--- src/rtl/irq_ctrl_pkg.sv ---
// Shared definitions for the interrupt controller: FSM state encoding,
// the default handler entry address and small combinational helpers.
package irq_ctrl_pkg;

    typedef enum logic [2:0] {
        ST_IDLE = 3'd0,
        ST_PEND = 3'd1,
        ST_TAKE = 3'd2,
        ST_SERV = 3'd3,
        ST_RET  = 3'd4
    } irq_state_e;

    // Handler entry address; bit 31 marks kernel space.
    localparam logic [31:0] IRQ_VECTOR_DEFAULT = 32'h8000_0004;

    // An interrupt may only be taken when neither the IF nor the ID stage
    // holds kernel code and no load-use bubble is being inserted.
    function automatic logic irq_safe(input logic pc_31,
                                      input logic pc_id_31,
                                      input logic stall_lw);
        irq_safe = ~pc_31 & ~pc_id_31 & ~stall_lw;
    endfunction

    // Both pipeline PCs outside kernel space.
    function automatic logic user_mode(input logic pc_31,
                                       input logic pc_id_31);
        user_mode = ~pc_31 & ~pc_id_31;
    endfunction

endpackage

--- src/rtl/irq_ctrl.sv ---
// Single-level interrupt controller for the pipelined CPU. Accepts a level
// request from the timer, waits for a safe pipeline point, flushes IF/ID and
// redirects fetch to the handler for exactly one cycle, captures the return
// PC, and blocks nesting until the handler returns through the RET guard.
module irq_ctrl
    import irq_ctrl_pkg::*;
#(
    parameter logic [31:0] VECTOR = IRQ_VECTOR_DEFAULT,
    parameter int          CNT_W  = 16
) (
    input  logic              clk,
    input  logic              reset,
    input  logic              irq_req,
    input  logic              pc_31,
    input  logic              pc_id_31,
    input  logic              stall_lw,
    input  logic              eret,
    input  logic [31:0]       epc_in,
    output logic              irq_take,
    output logic [31:0]       irq_vector,
    output logic              irq_ack,
    output logic [31:0]       epc,
    output logic              irq_pending,
    output logic              in_service,
    output logic [CNT_W-1:0]  irq_count
);

    irq_state_e       state_q;
    irq_state_e       state_d;
    logic [31:0]      epc_q;
    logic [31:0]      epc_d;
    logic [CNT_W-1:0] cnt_q;
    logic [CNT_W-1:0] cnt_d;

    localparam logic [CNT_W-1:0] CNT_ONE = {{(CNT_W-1){1'b0}}, 1'b1};
    localparam logic [CNT_W-1:0] CNT_MAX = {CNT_W{1'b1}};

    // State, return-address and counter registers; reset overrides everything.
    always_ff @(posedge clk) begin
        if (reset) begin
            state_q <= ST_IDLE;
            epc_q   <= 32'h0000_0000;
            cnt_q   <= {CNT_W{1'b0}};
        end else begin
            state_q <= state_d;
            epc_q   <= epc_d;
            cnt_q   <= cnt_d;
        end
    end

    // Next-state logic: request acceptance, safe-point wait and service tracking.
    always_comb begin
        state_d = state_q;
        case (state_q)
            ST_IDLE: begin
                if (irq_req && user_mode(pc_31, pc_id_31)) begin
                    state_d = ST_PEND;
                end else begin
                    state_d = ST_IDLE;
                end
            end
            ST_PEND: begin
                if (!irq_req) begin
                    state_d = ST_IDLE;
                end else if (irq_safe(pc_31, pc_id_31, stall_lw)) begin
                    state_d = ST_TAKE;
                end else begin
                    state_d = ST_PEND;
                end
            end
            ST_TAKE: begin
                state_d = ST_SERV;
            end
            ST_SERV: begin
                // Requests are ignored here: no nesting.
                if (eret) begin
                    state_d = ST_RET;
                end else begin
                    state_d = ST_SERV;
                end
            end
            ST_RET: begin
                // One refill cycle before a new request may be considered.
                state_d = ST_IDLE;
            end
            default: begin
                state_d = ST_IDLE;
            end
        endcase
    end

    // Return-address capture and saturating take counter, both only in TAKE.
    always_comb begin
        epc_d = epc_q;
        cnt_d = cnt_q;
        if (state_q == ST_TAKE) begin
            epc_d = epc_in;
            if (cnt_q != CNT_MAX) begin
                cnt_d = cnt_q + CNT_ONE;
            end else begin
                cnt_d = cnt_q;
            end
        end else begin
            epc_d = epc_q;
            cnt_d = cnt_q;
        end
    end

    // Moore outputs decoded purely from the state register.
    assign irq_take    = (state_q == ST_TAKE);
    assign irq_ack     = (state_q == ST_TAKE);
    assign irq_pending = (state_q == ST_PEND);
    assign in_service  = (state_q == ST_TAKE) || (state_q == ST_SERV) ||
                         (state_q == ST_RET);
    assign irq_vector  = VECTOR;
    assign epc         = epc_q;
    assign irq_count   = cnt_q;

endmodule
--- config.mk ---
export PLATFORM = sky130hd
export DESIGN_NAME = irq_ctrl
export DESIGN_NICKNAME = d
export VERILOG_FILES = /design/src/rtl/irq_ctrl_pkg.sv /design/src/rtl/irq_ctrl.sv
export SDC_FILE = /design/constraint.sdc
export NUM_CORES = 1
export LEC_CHECK = 0
export BUFFER_PORTS_ARGS = -buffer_cell sky130_fd_sc_hd__buf_4
export CAP_MARGIN = 20
export CORE_MARGIN = 4
export CORE_UTILIZATION = 40
export CTS_CLUSTER_DIAMETER = 40
export CTS_CLUSTER_SIZE = 30
export DETAILED_ROUTE_END_ITERATION = 10
export PLACE_DENSITY = 0.84
export SLEW_MARGIN = 10
export SYNTH_ARGS = -nofsm -noshare
export SYNTH_HDL_FRONTEND = slang
export SYNTH_SLANG_ARGS = --single-unit
--- constraint.sdc ---
create_clock -name clk -period 2.36 [get_ports clk]
set_clock_uncertainty 0.15 [all_clocks]
set_input_delay 0.118 -clock clk [delete_from_list [all_inputs] [get_ports clk]]
set_output_delay 0.118 -clock clk [all_outputs]
set_load 0.01 [all_outputs]
# Word-level counts from Yosys, hierarchy flattened
# Index checks and enable logic that the tools add are counted.
# totals
out_inout_bits,84
regBits,51
wordCells,24
# op_classes
bitwise,5
muxes,5
reduce_logical,5
addsub,1
eq_ne,5
# ops
op,count
"16-bit by 1-bit adder with 16-bit output, second input constant",1
"16-bit inequality test, second input constant",1
3-bit case mux with 4 select lines,1
"3-bit by 2-bit equality test with 1-bit output, second input constant",2
2-bit two-way mux,2
"3-bit by 1-bit equality test with 1-bit output, second input constant",1
"3-bit equality test, second input constant",1
3-bit logical NOT,1
3-bit two-way mux,1
1-bit inverter,3
1-bit AND,2
1-bit logical OR,2
2-bit AND reduction,1
1-bit logical AND,1
1-bit two-way mux,1

# Logic depth before layout (Yosys ltp)
# Gate-level depths: netlist of run 1.
# depth
ltp_word,6
depth_mapped,7
ltp_nobuf,5

# Worst setup path after synthesis of run 1
# Ideal clock, no wire load.
# synth_path
kind,register -> register
start,reg state_q[1]
end,"reg cnt_q[13], in the netlist irq_count[13]"
path_slack_ps,87
period_less_slack_ps,2273
arrival_ps,2052
stages_incl_launch_ff,6
cell_sequence,dfxtp_1 > or3b_1 > buf_6 > or4_4 > or4_1 > a21oi_1
# synth_between
elab_chain_cells,2
# synth_rtl
element,line,source
"start, declared",irq_ctrl.sv:28,irq_state_e state_q;
"start signal, assigned",irq_ctrl.sv:45,state_q <= state_d;
3-bit by 2-bit equality test with 1-bit output,irq_ctrl.sv:96,if (state_q == ST_TAKE) begin
2-bit AND reduction (no line),n/a,
"end signal, assigned",irq_ctrl.sv:43,cnt_q <= {CNT_W{1'b0}};
"end signal, assigned",irq_ctrl.sv:47,cnt_q <= cnt_d;
"end, declared",irq_ctrl.sv:32,logic [CNT_W-1:0] cnt_q;
# No other way between the ends.
# A chain may end at the register's enable or synchronous reset.

# Worst setup path in the final report of run 1
# layout_path
start,reg state_q[0]
end,"reg cnt_q[15], in the netlist irq_count[15]"
# The elaborated chain is that of the path after synthesis.

==> flow_metrics.tcl, run 1 <==
set metrics [dict create \
    post-place-ws_ns 0.157 \
    critPathMaxStageDelay_ns 0.60 \
    dr.pass1.iters 4 \
    outcome "finished, final reports clean" \
    hold_slack_ns 0.0357 \
    min_period_over_period 0.939 \
    rsz0062_at_grt "no" \
    synthAdderAreaFrac 0.00546 \
    io_pins 123 \
    via_per_inst 4.79 \
    num_rows 27 \
    ys_ff_latch 51 \
    synth-compound-area-share 0.161 \
    antenna_found_initial 0 \
    setup_slack_ns 0.144 \
    ant_nets 0 \
    post_dp_cell_area_sq_um 2920 \
    power_mw 1.59 \
    arrival_ns 2.29 \
    design_area_sq_um 3360 \
    endpoint_kind "register" \
    cts_buffers 5 \
    r2r_slack_ns 0.14 \
    via_count 2284 \
    critPathLaunch "state_q[0]" \
    syn_to_final_growth_pct 46.7 \
    chipHeight_um 83.7 \
    drcViolationCount 0 \
    synth_area_per_cell_sq_um 8.01 \
    synthMuxAreaShare 0.00984 \
    critical_path_class "register to register" \
    wl_per_cell_um 13.2 \
    io_buffers 90 \
    hpwl_mm 4.08 \
    hold_path_class "input pin to register" \
    path_max_fanout 6 \
    grt_start_max_net_pins 53 \
    clkSinkCount 51 \
    reg2reg_to "irq_count[15]" \
    cts_setup_buffers 0 \
    setup_viol 0 \
    grt_pass1_wl_mm 9.96 \
    drt_first_iter_violations 119 \
    post-route-util 0.606 \
    cp-start-kind "register" \
    diodes 0 \
    placed_cells 436 \
    ys_types 34 \
    ctsResizeCount 0 \
    power_density_nw_per_um2 474 \
    post_route_cells_drive_above_1_share 0.274 \
    grt_pass1_vias 2130 \
    stdcell_count 477 \
    vdd_drop_max_mv 0.418 \
    ys_async_sr_fraction 0 \
    cts_tree "yes" \
    maxCapViolCount 0 \
    seq_area_frac_synth 0.446 \
    yosys.area_share.simple 0.232 \
    period_needed_ns 2.22 \
    drv_slew 0 \
    yosys_warnings 0 \
    gr-usage-all-layers 0.169 \
    clock.fmax_ghz 0.451 \
    syn_inst 286 \
    hold_viol 0 \
    synth_xor_area_frac 0 \
    die-width_um 83.7 \
    clk_latency_ns 0.29 \
    core_sq_um 5540 \
    synth_enable_flop_cells 0 \
    grt-ovfl-total 0 \
    routed_wl_mm 6.31 \
    gp_congestion 0.784 \
    crit_required_ns 2.43 \
    dieArea_sq_um 7000 \
    power_leakage_nw 1.37 \
    endpoint "irq_count[15]" \
    fin_nets 445 \
    htreeDepth 2 \
    fin_tns_setup_ns 0 \
    ctsLongestPathBuffers 2 \
    synth_top_family_by_area "simple AND/OR/NAND/NOR gates" \
    worstMarginPinSlew_ns 0.531 \
    initial_core_util 0.413 \
    path_cells "or3b_1, or4_4, or4_1, a21oi_1" \
    ff2ff_path_depth 4 \
    cp_slowest_cell "or4_4" \
    slew_headroom 0.646 \
    root_buffer "clkbuf_8" \
    ys.flop_type "dfxtp_1" \
    synthesis.area_sq_um 2290 \
    clkSlewWorstSetupHoldPaths_ns 0.09 \
    reg2reg_from "state_q[0]" \
]
power by group:
part | switching [mW] | internal, mW
clock network | 0.265 | 0.311
logic | 0.0663 | 0.0852
registers | 0.00131 | 0.862
total | 0.333 | 1.26
worst min path at each step:
stage	from	to	slack, ns	cells past startpoint
3_3_place_gp	epc_in[13]	epc[13]	0.21	3
3_5_place_dp	epc_in[5]	epc[5]	0.22	3
6_report	pc_id_31	state_q[0]	0.04	4
4_1_cts	pc_id_31	state_q[0]	0.02	4
5_1_grt	pc_id_31	state_q[0]	0.05	4
2_1_floorplan	epc_in[0]	epc[0]	0.10	2
metal layers:
layer | vias up | GRT usage | share of wire
met5 | - | 0 | 0
met2 | 87 | 0.330 | 0.54
li1 | 1151 | - | -
met3 | 8 | 0.0464 | 0.076
met4 | 0 | 0.0365 | 0.011
met1 | 1038 | 0.178 | 0.37
cell usage after synthesis (2+ instances only):
| cell | count | area share |
|---|---|---|
| nand2_1 | 73 | 0.12 |
| dfxtp_1 | 51 | 0.45 |
| a21oi_1 | 45 | 0.098 |
| buf_4 | 33 | 0.11 |
| clkbuf_1 | 16 | 0.026 |
| nand4_1 | 6 | 0.016 |
| o21ai_0 | 6 | 0.013 |
| o31ai_1 | 6 | 0.020 |
| or3_1 | 6 | 0.016 |
| or4_1 | 6 | 0.020 |
| a211oi_1 | 3 | 0.0098 |
| nor2_1 | 3 | 0.0049 |
| nor3_1 | 3 | 0.0066 |
| conb_1 | 2 | 0.0033 |
| mux2_2 | 2 | 0.0098 |
| nand2b_1 | 2 | 0.0055 |
| nand3_1 | 2 | 0.0044 |
| nand3b_1 | 2 | 0.0066 |
| nor2b_1 | 2 | 0.0055 |
| nor4_1 | 2 | 0.0055 |
| or2_2 | 2 | 0.0055 |
sequential cells by signal, indices dropped and copies added, names as in the netlist:
signal     flops
irq_count     16
epc           32
state_q        3
worst max-delay path, delay by kind of cell, from the launching register on:
kind | cells | cell delay (ns)
AND/OR/NAND/NOR | 3 | 1.54
flip-flops | 1 | 0.31
AO/OA/AOI/OAI | 1 | 0.15
cell usage in the layout, fill, tap and decap left out, types with 2 or more instances in the layout:
| cell | instances |
|---|---|
| buf_4 | 98 |
| nand2_1 | 73 |
| dfxtp_1 | 51 |
| a21oi_1 | 45 |
| dlygate4sd3_1 | 34 |
| conb_1 | 32 |
| nand4_1 | 6 |
| or3_1 | 6 |
| or4_1 | 6 |
| o31ai_1 | 6 |
| o21ai_0 | 6 |
| clkbuf_8 | 5 |
| nor2_1 | 3 |
| nor3_1 | 3 |
| a211oi_1 | 3 |
| nor2b_1 | 2 |
| mux2_2 | 2 |
| nand3_1 | 2 |
| nand2b_1 | 2 |
| or2_2 | 2 |
| nand3b_1 | 2 |
kinds of logic (layout without fill, tap and decap cells):
family | after synthesis | in the layout
and+or+nand+nor | 113 | 113
other | 2 | 32
muxes | 2 | 2
AOI/OAI and AO/OA | 65 | 65
buffers and inverters | 52 | 141
DFF | 51 | 51
adders and majority gates | 1 | 1
cell type report:
type / instances / area (sq um)
clock buffer: 6 / 72.6
clock inverter: 1 / 30.0
fill: 492 / 2180
inverter: 2 / 7.51
multi-input combinational: 213 / 1060
sequential: 51 / 1020
tap: 72 / 90.1
timing repair buffer: 132 / 1080
repair_timing:
item	in CTS	in global routing
endpoints found under the hold margin	34	0
setup endpoints to repair	0	0
hold buffers	34	0
(Power assumes the default switching activity.)
==> run 2: changes to the inputs <==
--- a/config.mk
+++ b/config.mk
@@ -5,10 +5,11 @@
 export SDC_FILE = /design/constraint.sdc
 export NUM_CORES = 1
 export LEC_CHECK = 0
+export ABC_AREA = 1
 export BUFFER_PORTS_ARGS = -buffer_cell sky130_fd_sc_hd__buf_4
 export CAP_MARGIN = 20
 export CORE_MARGIN = 4
-export CORE_UTILIZATION = 40
+export CORE_UTILIZATION = 41
 export CTS_CLUSTER_DIAMETER = 40
 export CTS_CLUSTER_SIZE = 30
 export DETAILED_ROUTE_END_ITERATION = 10
==> flow_metrics.tcl, run 2 <==
set metrics [dict create \
    ant_nets 0 \
    dr.pass1.iters 4 \
    via_count 2500 \
    grt_start_max_net_pins 36 \
    initial_core_util 0.421 \
    fin_nets 511 \
    power_leakage_nw 1.56 \
    endpoint_kind "output port" \
    synthesis.area_sq_um 2480 \
    ys.flop_type "dfxtp_1" \
    dieArea_sq_um 7360 \
    yosys_warnings 0 \
    layout_common_cells "108 x nand2_1, 92 x buf_4, 51 x dfxtp_1" \
    drcViolationCount 0 \
    ys_types 23 \
    ys_ff_latch 51 \
    hold_viol 0 \
    post-place-ws_ns 0.572 \
    critical_path_class "register to output port" \
    post_route_cells_drive_above_1_share 0.239 \
    synthTopCellsByCount "108 x nand2_1, 51 x dfxtp_1, 45 x a21oi_1" \
    setup_viol 0 \
    grt_pass1_vias 2272 \
    stdcell_count 548 \
    path_max_fanout 26 \
    synth_most_common_cell "nand2_1" \
    placed_cells 504 \
    num_rows 28 \
    cts_setup_buffers 0 \
    cts_tree "yes" \
    rsz0062_at_grt "no" \
    fillers 535 \
    ys_top_cells_by_area "dfxtp_1 41%, nand2_1 16%, buf_4 10%, a21oi_1 9.1%, nor2_1 5.8%" \
    synth_area_per_cell_sq_um 7.03 \
    slew_headroom 0.668 \
    fin_tns_setup_ns 0 \
    drv_slew 0 \
    design_area_sq_um 3510 \
    vdd_drop_max_mv 0.415 \
    arrival_ns 1.74 \
    power_mw 1.64 \
    power_density_nw_per_um2 467 \
    ys_async_sr_fraction 0 \
    cp-start-kind "register" \
    gp_congestion 0.871 \
    ctsLongestPathBuffers 2 \
    seq_area_frac_synth 0.412 \
    grt_pass1_wl_mm 10.1 \
    synth_top_area_share 0.412 \
    period_needed_ns 2.00 \
    post_dp_cell_area_sq_um 3040 \
    crit_required_ns 2.09 \
    worstMarginPinSlew_ns 0.495 \
    antenna_found_initial 0 \
    gr-usage-all-layers 0.168 \
    routed_wl_mm 6.36 \
    clkSinkCount 51 \
    syn_inst 353 \
    grt-ovfl-total 0 \
    clock.fmax_ghz 0.499 \
    cts_buffers 5 \
    clkSlewWorstSetupHoldPaths_ns 0.09 \
    hold_path_class "input pin to register" \
    wl_per_cell_um 11.6 \
    final_common_cell "nand2_1" \
    synth_enable_flop_cells 0 \
    setup_slack_ns 0.356 \
    root_buffer "clkbuf_8" \
    hpwl_mm 4.41 \
    syn_to_final_growth_pct 41.6 \
    io_pins 123 \
    outcome "finished, final reports clean" \
    via_per_inst 4.56 \
    synth.largest_area_cell "dfxtp_1" \
    clk_latency_ns 0.30 \
    largest_reg_flops 32 \
    core_sq_um 5890 \
    min_period_over_period 0.849 \
    drt_first_iter_violations 110 \
    die-width_um 85.8 \
    maxCapViolCount 0 \
    chipHeight_um 85.8 \
    htreeDepth 2 \
    io_buffers 90 \
]
-- run 2: metrics by stage --
stage                     hold slack, ns   util
after floorplan                    0.111      -
after global placement             0.219  0.517
after detailed placement           0.228  0.517
after CTS                         0.0200  0.596
after global routing              0.0593  0.596
final                             0.0194  0.597
-- run 2: final cells by class --
class	instances	area (sq um)	area share
antenna	1	2.50	0.000713
tap	75	93.8	0.0267
clock inverter	3	47.5	0.0135
multi-input combinational	264	1150	0.329
inverter	22	82.6	0.0235
sequential	51	1020	0.291
clock buffer	5	68.8	0.0196
timing repair buffer	127	1040	0.296
-- run 2: where the power goes --
group	switching (mW)	leakage, nW	internal [mW]
Combinational	0.0698	1.09	0.0859
Clock	0.297	0.0587	0.322
Sequential	0.00258	0.411	0.863
-- run 2: critical path, stage by stage, from the launching register on --
cell,delay (ns)
dfxtp_1,0.34
inv_1,0.10
nand2_1,0.12
nor2_4,0.35
buf_4,0.35
buf_4,0.17
-- run 2: final timing paths --
path | slack [ns] | end | cells past startpoint | from
setup / recovery | 0.36 | irq_take | 5 | state_q[2]
hold / removal | 0.02 | state_q[0] | 5 | irq_req
setup reg to reg | 0.50 | state_q[1] | 5 | state_q[0]
hold reg to reg | 0.32 | epc[13] | 2 | epc[13]
-- run 2: logic make-up after synthesis --
logic type / share of synthesized area
and+or+nand+nor: 0.315
buffers and inverters: 0.168
DFF: 0.412
AOI/OAI and AO/OA: 0.0938
other: 0.00303
xor gates and xnor gates: 0.00353
adders and majority gates: 0.00504
-- run 2: layer usage --
metal | wire, um | global-route usage | vias up | part of all wire
met5 | 0 | 0 | - | 0
li1 | - | - | 1281 | -
met4 | 95 | 0.0590 | 0 | 0.015
met1 | 2490 | 0.184 | 1122 | 0.39
met2 | 3320 | 0.311 | 88 | 0.52
met3 | 448 | 0.0423 | 9 | 0.070
-- run 2: timing repair --
action | CTS | global route
endpoints found under the hold margin | 34 | 0
hold buffers | 35 | 0
gates resized for setup | 0 | 0
==> run 3: changes to the inputs <==
==> constraint.sdc (replaced) <==
create_clock -name clk -period 1.65 [get_ports clk]
set_clock_uncertainty 0.15 [all_clocks]
set_input_delay 0.0825 -clock clk [delete_from_list [all_inputs] [get_ports clk]]
set_output_delay 0.0825 -clock clk [all_outputs]
set_load 0.01 [all_outputs]
==> flow_metrics.tcl, run 3 (synthesis gave the netlist of run 2 again) <==
set metrics [dict create \
    outcome "finished, final reports clean" \
    r2r_slack_ns 0.09 \
    num_rows 28 \
    pwr-share-comb 0.107 \
    ant_nets 0 \
    path_cells "ha_1, inv_1, nor2_2, nand2_1, nor2_1, nand3_1, nand2_1, nand2_1, nor2_1" \
    p_sw_frac 0.236 \
    routed_wl_mm 6.80 \
    root_buffer "clkbuf_8" \
    critPathLaunch "irq_count[1]" \
    design_area_sq_um 3670 \
    dieArea_sq_um 7360 \
    cp_num_buf_inv 1 \
    setup_slack_ns 0.0892 \
    slew_headroom 0.662 \
    power_density_nw_per_um2 592 \
    clock.fmax_ghz 0.641 \
    setup_viol 0 \
    crit_family "simple AND/OR/NAND/NOR gates" \
    hpwl_mm 4.51 \
    fillers 548 \
    period_needed_ns 1.56 \
    initial_core_util 0.421 \
    critPathMaxStageDelay_ns 0.37 \
    gp_congestion 0.863 \
    path_max_fanout 4 \
    worstMarginPinSlew_ns 0.504 \
    antenna_found_initial 0 \
    layout_common_cells "107 x nand2_1, 102 x buf_4, 45 x a21oi_1" \
    endpoint_kind "register" \
    die-width_um 85.8 \
    post_route_cells_drive_above_1_share 0.290 \
    multi_input_area_sq_um 1180 \
    diodes 0 \
    htreeDepth 2 \
    hold_depth 6 \
    grt_util_met2 0.347 \
    gr-usage-all-layers 0.182 \
    wl_per_cell_um 12.1 \
    chipHeight_um 85.8 \
    grt_busiest_layer "met2" \
    clk_latency_ns 0.29 \
    p_int_mw 1.66 \
    grt_start_max_net_pins 35 \
    critical_path_class "register to register" \
    crit_top_cell "nand2_1" \
    arrival_ns 1.64 \
    grt_pass1_wl_mm 10.9 \
    maxCapViolCount 0 \
    power_leakage_nw 1.66 \
    clkSlewWorstSetupHoldPaths_ns 0.09 \
    reg2reg_from "irq_count[1]" \
    ctsLongestPathBuffers 2 \
    hold_slack_ns 0.0288 \
    hold_path_class "input pin to register" \
    gr-usage-met1 0.196 \
    min_period_over_period 0.946 \
    fin_tns_setup_ns 0 \
    io_buffers 90 \
    seqPwrFrac 0.569 \
    final-seq-area_sq_um 1030 \
    pwr-share-clk 0.324 \
    largest_reg_flops 32 \
    cts_tree "yes" \
    cts_buffers 5 \
    vdd_drop_max_mv 0.387 \
    io_pins 123 \
    grt-ovfl-total 0 \
    hold_viol 0 \
    gr-usage-met3 0.0279 \
    p_sw_uw 512 \
    crit_required_ns 1.73 \
    post_dp_cell_area_sq_um 3130 \
    via_count 2587 \
    post-place-ws_ns 0.00920 \
    fin_nets 525 \
    final_common_cell "nand2_1" \
    ff2ff_path_depth 9 \
    via_per_inst 4.61 \
    drv_slew 0 \
    syn_to_final_growth_pct 48.0 \
    cp_slowest_cell "dfxtp_2" \
    drt_first_iter_violations 88 \
    core_sq_um 5890 \
    drcViolationCount 0 \
    grt_pass1_vias 2505 \
    worstHoldStart "pc_id_31" \
    cp-start-kind "register" \
    dr.pass1.iters 4 \
    path_depth 9 \
    clkSinkCount 51 \
]
run 3: cell types whose count changed in the layout (fill, tap and decap cells not counted), sizes merged:
cell         before  now
buf              92  104
bufbuf            0    1
bufinv            1    0
clkbuf            5    6
clkinvlp          0    1
diode             1    0
dlygate4sd3      35   36
inv              22   21
run 3: tightest hold or removal path, stage by stage:
cell,delay [ns]
buf_4,0.07
nor2_1,0.04
nand4_1,0.08
nand3_1,0.07
nand2_1,0.06
inv_1,0.03
run 3: cell type report:
class | count | area share
timing repair buffer | 141 | 0.327
multi-input combinational | 264 | 0.322
sequential | 51 | 0.281
tap | 75 | 0.0256
inverter | 22 | 0.0225
clock buffer | 6 | 0.0198
clock inverter | 2 | 0.00341
run 3: final timing paths:
check,endpoint
min,state_q[0]
min reg2reg,state_q[2]
max,irq_count[10]
max reg2reg,irq_count[10]
run 3: routing by layer:
layer	share of wire	wire length [um]
met5	0	0
met4	0.025	172
met1	0.38	2560
met3	0.072	491
met2	0.53	3580
run 3: repair_timing:
action / in CTS / in global routing
gates resized for setup: 4 / 16
hold buffers: 36 / 0
pin swaps: 1 / 3
setup endpoints to repair: 3 / 31
hold endpoints to repair: 35 / 0
cloned: 1 / 0
setup buffers: 2 / 1
run 3: metrics by stage:
step | instances | power (mW) | util
floorplan | 383 | 1.39 | -
global placement | 514 | 1.42 | 0.532
detailed placement | 514 | 1.42 | 0.532
CTS | 561 | 2.21 | 0.618
global route | 561 | 2.27 | 0.624
finish | 561 | 2.17 | 0.624
run 3: power by group through the flow:
| stage | sequential [mW] | combinational, mW | clock, mW |
|---|---|---|---|
| after floorplan | 1.27 | 0.126 | 0 |
| after global placement | 1.27 | 0.154 | 0 |
| after detailed placement | 1.27 | 0.155 | 0 |
| after CTS | 1.24 | 0.226 | 0.744 |
| after global routing | 1.24 | 0.251 | 0.776 |
| final | 1.24 | 0.232 | 0.704 |
